File: config.mk
export PLATFORM = sky130hd
export DESIGN_NAME = main_control_fsm
export DESIGN_NICKNAME = d
export VERILOG_FILES = /design/src/rtl/main_control_fsm.sv
export SDC_FILE = /design/constraint.sdc
export NUM_CORES = 1
export LEC_CHECK = 0
export CORE_MARGIN = 1
export CORE_UTILIZATION = 40
export DETAILED_ROUTE_END_ITERATION = 7
export PLACE_DENSITY = 0.78
export RECOVER_POWER = 100
export SETUP_SLACK_MARGIN = 0.3
export SYNTH_ARGS = -nofsm -noshare
export SYNTH_HDL_FRONTEND = slang
export SYNTH_SLANG_ARGS = --single-unit
File: constraint.sdc
create_clock -name clk -period 1.9 [get_ports clk]
set_clock_uncertainty 0.2 [all_clocks]
set_input_delay 0.38 -clock clk [delete_from_list [all_inputs] [get_ports clk]]
set_output_delay 0.38 -clock clk [all_outputs]
set_load 0.02 [all_outputs]
File: src/rtl/main_control_fsm.sv
// Multicycle RISC-V main control FSM (Moore): sequences fetch/decode/execute
// and drives datapath selects and enables from the current state.
//
// Ports:
//   clk        - system clock, all state changes on rising edge
//   reset      - synchronous active-high reset
//   opcode     - instr[6:0] from the instruction register
//   zero       - ALU zero flag, used by BEQ
//   pc_write   - PC load enable (pc_update | branch & zero)
//   adr_src    - memory address select (0 PC, 1 ALU result reg)
//   mem_write  - data memory write enable
//   ir_write   - instruction register / old-PC load enable
//   result_src - result mux select
//   alu_src_a  - ALU A operand select
//   alu_src_b  - ALU B operand select
//   alu_op     - ALU decoder class code
//   reg_write  - register file write enable
//   illegal_op - high while trapped on an unknown opcode
//   state_o    - current state encoding for debug

module main_control_fsm (
    input  logic       clk,
    input  logic       reset,
    input  logic [6:0] opcode,
    input  logic       zero,
    output logic       pc_write,
    output logic       adr_src,
    output logic       mem_write,
    output logic       ir_write,
    output logic [1:0] result_src,
    output logic [1:0] alu_src_a,
    output logic [1:0] alu_src_b,
    output logic [1:0] alu_op,
    output logic       reg_write,
    output logic       illegal_op,
    output logic [3:0] state_o
);

    typedef enum logic [3:0] {
        FETCH    = 4'd0,
        DECODE   = 4'd1,
        MEMADR   = 4'd2,
        MEMREAD  = 4'd3,
        MEMWB    = 4'd4,
        MEMWRITE = 4'd5,
        EXECR    = 4'd6,
        EXECI    = 4'd7,
        ALUWB    = 4'd8,
        BEQ      = 4'd9,
        JAL      = 4'd10,
        TRAP     = 4'd15
    } state_t;

    localparam logic [6:0] OP_LW  = 7'b0000011;
    localparam logic [6:0] OP_SW  = 7'b0100011;
    localparam logic [6:0] OP_R   = 7'b0110011;
    localparam logic [6:0] OP_I   = 7'b0010011;
    localparam logic [6:0] OP_BEQ = 7'b1100011;
    localparam logic [6:0] OP_JAL = 7'b1101111;

    state_t state;
    state_t next_state;
    logic   pc_update;
    logic   branch;

    always_ff @(posedge clk) begin
        if (reset) begin
            state <= FETCH;
        end else begin
            state <= next_state;
        end
    end

    always_comb begin
        next_state = state;
        pc_update  = 1'b0;
        branch     = 1'b0;
        adr_src    = 1'b0;
        mem_write  = 1'b0;
        ir_write   = 1'b0;
        result_src = 2'b00;
        alu_src_a  = 2'b00;
        alu_src_b  = 2'b00;
        alu_op     = 2'b00;
        reg_write  = 1'b0;
        illegal_op = 1'b0;
        state_o    = state;

        unique case (state)
            FETCH: begin
                ir_write   = 1'b1;
                pc_update  = 1'b1;
                alu_src_b  = 2'b10;
                result_src = 2'b10;
                next_state = DECODE;
            end
            DECODE: begin
                alu_src_a = 2'b01;
                alu_src_b = 2'b01;
                unique case (opcode)
                    OP_LW,
                    OP_SW:   next_state = MEMADR;
                    OP_R:    next_state = EXECR;
                    OP_I:    next_state = EXECI;
                    OP_BEQ:  next_state = BEQ;
                    OP_JAL:  next_state = JAL;
                    default: next_state = TRAP;
                endcase
            end
            MEMADR: begin
                alu_src_a  = 2'b10;
                alu_src_b  = 2'b01;
                next_state = (opcode == OP_LW) ? MEMREAD : MEMWRITE;
            end
            MEMREAD: begin
                adr_src    = 1'b1;
                next_state = MEMWB;
            end
            MEMWB: begin
                result_src = 2'b01;
                reg_write  = 1'b1;
                next_state = FETCH;
            end
            MEMWRITE: begin
                adr_src    = 1'b1;
                mem_write  = 1'b1;
                next_state = FETCH;
            end
            EXECR: begin
                alu_src_a  = 2'b10;
                alu_op     = 2'b10;
                next_state = ALUWB;
            end
            EXECI: begin
                alu_src_a  = 2'b10;
                alu_src_b  = 2'b01;
                alu_op     = 2'b10;
                next_state = ALUWB;
            end
            ALUWB: begin
                reg_write  = 1'b1;
                next_state = FETCH;
            end
            BEQ: begin
                alu_src_a  = 2'b10;
                alu_op     = 2'b01;
                branch     = 1'b1;
                next_state = FETCH;
            end
            JAL: begin
                alu_src_a  = 2'b01;
                alu_src_b  = 2'b10;
                pc_update  = 1'b1;
                next_state = ALUWB;
            end
            TRAP: begin
                illegal_op = 1'b1;
                next_state = TRAP;
            end
            // Unused encodings are unreachable; fall back to fetch.
            default: next_state = FETCH;
        endcase

        // While reset is held the outputs already look like FETCH, but
        // without loading the PC or IR, so nothing is committed mid-reset.
        if (reset) begin
            pc_update  = 1'b0;
            branch     = 1'b0;
            adr_src    = 1'b0;
            mem_write  = 1'b0;
            ir_write   = 1'b0;
            result_src = 2'b10;
            alu_src_a  = 2'b00;
            alu_src_b  = 2'b10;
            alu_op     = 2'b00;
            reg_write  = 1'b0;
            illegal_op = 1'b0;
            state_o    = 4'd0;
        end
    end

    assign pc_write = pc_update | (branch & zero);

endmodule

==> metrics.yaml, run 1 <==
outcome:
  status: "stopped before the end"
  stop_stage: "global routing (5_1_grt)"
  stop_error: "[ERROR DPL-0038] Utilization greater than 100%, impossible to legalize"
yosys:
  synth-async-reset-ratio: 0
  yosys_most_used_dff: "dfxtp_1"
  syn_area_sq_um: 604
  synth.avg_cell_area_sq_um: 7.11
  yosysWarningCount: 0
  synth_edf_count: 0
  syn_inst: 85
  synth_seq_cells: 4
  synth_nets: 95
  synth_cell_types: 40
  synth.top_cells.by_area: "dfxtp_1 (13%), a21oi_1 (6.6%), nor2b_1 (6.2%), and3_1 (5.2%), and2_1 (4.1%)"
  synth.top_cell.area_share: 0.133
  seq_area_frac_synth: 0.133
  synth_area_leader_cell: "dfxtp_1"
cts:
  clock-sinks: 4
  clockBufferDepth: 2
  cts_buffers: 3
  cts_max_level: 1
  root_buffer: "clkbuf_4"
timing:
  crit_endpoint: "alu_src_a[1]"
  worst_endpoint_kind: "top-level output"
floorplanning:
  fp.dieW_um: 40.9
  rows: 13
  ios: 28
  die_y_um: 40.9
  start_util: 0.448
place:
  place_congestion: 0.826
  port_buffers: 27
  dp_hpwl_mm: 1.63
global_route:
  grt_max_degree: 10
==> through the flow <==
| step | hold WS, ns | instances | setup WS, ns | utilization | cell area [sq um] |
|---|---|---|---|---|---|
| 2_1_floorplan | 0.342 | 85 | 0.157 | - | 659 |
| 4_1_cts | 0.383 | 160 | 0.0251 | 0.939 | 1270 |
| 3_5_place_dp | 0.413 | 151 | -0.616 | 0.830 | 1120 |
| 3_3_place_gp | 0.413 | 151 | -0.568 | 0.830 | 1120 |
==> timing repair <==
action | 4_1_cts
hold buffers | 0
pin swaps | 11
gates cloned | 2
setup endpoints to repair | 22
setup buffers | 4
resized for setup | 139
==> synthesized netlist by cell type (2+ instances only) <==
library cell,n
a21o_1,2
nor2_1,6
buf_2,3
a21oi_1,8
xnor2_1,2
a21boi_1,2
nor3_1,4
and2_1,4
xor2_1,2
nor2b_1,6
nand2_1,5
o21ai_0,2
or3_1,2
and3_1,5
nand3_1,3
dfxtp_1,4
clkbuf_1,2
==> cell families after synthesis <==
group	synth area share
and+or+nand+nor	0.451
AOI/OAI and AO/OA	0.261
buffers and inverters	0.0621
DFF	0.133
xor gates and xnor gates	0.0580
muxes	0.0352
==> run 2, diff against run 1 <==
CORE_AREA = 2 2 63 65   (was default)
CORE_MARGIN = default   (was 1)
CORE_UTILIZATION = default   (was 40)
DIE_AREA = 0 0 65 67   (was default)
PLACE_DENSITY = default   (was 0.78)
PLACE_DENSITY_LB_ADDON = 0.15   (was default)
SETUP_SLACK_MARGIN = default   (was 0.3)
==> metrics.yaml, run 2 <==
route:
  first_pass_iters: 6
  drtIter0Drc: 36
  routed_wl_mm: 2.23
  drc: 0
  ant_nets: 0
  vias: 841
  wl_per_cell_um: 11.8
  via_per_inst: 4.43
layout:
  seq_area_sq_um: 92.6
  antenna_cells: 0
  reg_top3: "state x4"
  finalNetCount: 154
  syn_to_final_growth_pct: 98.3
  multi_input_area_sq_um: 542
  final_common_cell: "buf_4"
  largest-register: "state"
  drive_above_1_share: 0.521
  fillerInstances: 404
  largest_reg_flops: 4
  design_area_sq_um: 1200
  final_cell_mix: "buf_4 (37), a21oi_1 (6)"
yosys:
  synth-adder-area-share: 0
  synth.avg_cell_area_sq_um: 7.11
  syn_area_sq_um: 604
  ys_top_cells_by_count: "a21oi_1 (8), nor2_1 (6), nor2b_1 (6)"
  synth_nets: 95
  synth.top_cell.area_share: 0.133
  synth_cell_types: 40
  yosysWarningCount: 0
  yosys_most_used_dff: "dfxtp_1"
  synth_top_family_by_area: "simple AND/OR/NAND/NOR gates"
  yosysMostFrequentCell: "a21oi_1"
  synth.top_cells.by_area: "dfxtp_1 (13%), a21oi_1 (6.6%), nor2b_1 (6.2%), and3_1 (5.2%), and2_1 (4.1%)"
  synth-xor-area-share: 0.0580
  muxShareOfSynthArea: 0.0352
  synth_area_leader_cell: "dfxtp_1"
  synth-async-reset-ratio: 0
  synth_compound_area_frac: 0.261
  synth_seq_cells: 4
  synth_simple_gate_area_frac: 0.451
  synth_edf_count: 0
  syn_inst: 85
  seq_area_frac_synth: 0.133
cts:
  root_buffer: "clkbuf_8"
  clock-sinks: 4
  clock_latency_ns: 0.21
  cts_buffers: 3
  clkTransAtPathRegs_ns: 0.03
  clockBufferDepth: 2
  cts_max_level: 1
  tritoncts: "done"
setup_path:
  max_stage_delay_ns: 0.35
  crit_type: "reg -> out"
  r2r-start: "state[3]"
  critical_path.max_fanout: 5
  cp-end-kind: "output port"
  cp-start-kind: "register"
  crit_required_ns: 1.32
  worstPathCellList: "and2b_2 -> buf_4 -> and3_1 -> buf_2"
  worst_path_max_delay_cell: "dfxtp_2"
  worstSetupStartpoint: "state[1]"
  worstPathArrival_ns: 1.28
place:
  dp_hpwl_mm: 1.81
  port_buffers: 27
  place_congestion: 0.713
  placed_area_sq_um: 1150
timing:
  hold_viol: 0
  fmax_mhz: 537
  slew_violations: 0
  setup_viol: 0
  grt_setup_unrepaired: "true"
  hold_slack_ns: 0.426
  maxSlewHeadroom: 0.801
  worstMarginPinSlew_ns: 0.295
  timing.final.crit_share: 0.979
  post-route-min-period_ns: 1.86
global_route:
  grt_pass1_vias: 805
  grt_max_degree: 10
  grtUsageTotal: 0.107
  antenna_found_initial: 0
  grt_pass1_wl_mm: 3.69
  grt_remaining_overflow: 0
floorplanning:
  start_util: 0.168
  die_y_um: 67
  rows: 22
  core_area_sq_um: 3610
  fp.dieW_um: 65
  die_area_sq_um: 4360
  ios: 28
pwr:
  p_leak_uw: 0.000578
  power-per-cell-area_nw_per_um2: 1490
  ir_drop_v: 0.000509
outcome:
  status: "complete, no violations"
hold_path:
  hp-class: "reg -> reg"
  hp-start: "state[1]"
flow_run:
  drv_cap: 0
-- run 2: where the power goes --
| group | internal, uW | switching (uW) |
|---|---|---|
| logic | 698 | 664 |
| registers | 147 | 92.8 |
| clock network | 135 | 42.7 |
-- run 2: final timing paths --
| kind | cells after the start | to | slack (ns) |
|---|---|---|---|
| max | 4 | mem_write | 0.04 |
| min | 3 | state[3] | 0.43 |
| max reg2reg | 5 | state[0] | 0.10 |
| min reg2reg | 3 | state[3] | 0.43 |
-- run 2: critical path, delay by kind of cell, from the launching register on --
family	cells	cell delay (ns)
and+or+nand+nor	2	0.42
DFF	1	0.35
buffers and inverters	2	0.30
-- run 2: layout make-up --
class / instances / area share
well taps: 48 / 0.0501
repair buffers: 60 / 0.383
multi-input cells: 74 / 0.452
clock buffers: 3 / 0.0344
flip-flops and latches: 4 / 0.0772
inverters: 1 / 0.00313
-- run 2: repair_timing --
item / in CTS / in global routing
gates cloned: 0 / 0
pin swaps: 3 / 5
endpoints found under the setup margin: 18 / 8
resized for setup: 89 / 15
hold buffers: 0 / 0
setup buffers: 0 / 1
-- run 2: per-layer routing --
metal  GRT usage  up-vias  routed length (um)  part of all wire
met4      0.0239        0                   0                 0
li1            -      428                   -                 -
met3      0.0236        0                 105             0.047
met1       0.143      396                1060              0.47
met5           0        -                   0                 0
met2       0.175       17                1070              0.48
-- run 2: kinds of logic (layout without fill, tap and decap cells) --
logic type,after synthesis,count (layout)
compound gates,23,23
mux,2,2
buf+inv,7,64
simple gates,45,45
flops,4,4
xor+xnor,4,4
-- run 2: stage by stage --
| step | setup TNS, ns | total power (uW) | setup slack (ns) | util | instances |
|---|---|---|---|---|---|
| final | 0 | 1780 | 0.0394 | 0.332 | 190 |
| after global routing | -0.131 | 1930 | -0.0332 | 0.332 | 190 |
| after CTS | -0.00515 | 1720 | -0.00515 | 0.319 | 189 |
| after detailed placement | -9.59 | 1570 | -0.580 | 0.319 | 186 |
| after global placement | -9.52 | 1570 | -0.561 | 0.319 | 186 |
| after floorplan | 0 | 920 | 0.0544 | - | 85 |
Note: power is estimated with default switching activity, not from simulation.
==> run 3, diff against run 2 <==
ABC_CLOCK_PERIOD_IN_PS = 1900   (was default)
==> results of run 3 <==
The final DEF is identical to that of run 2; final timing and power are the same.
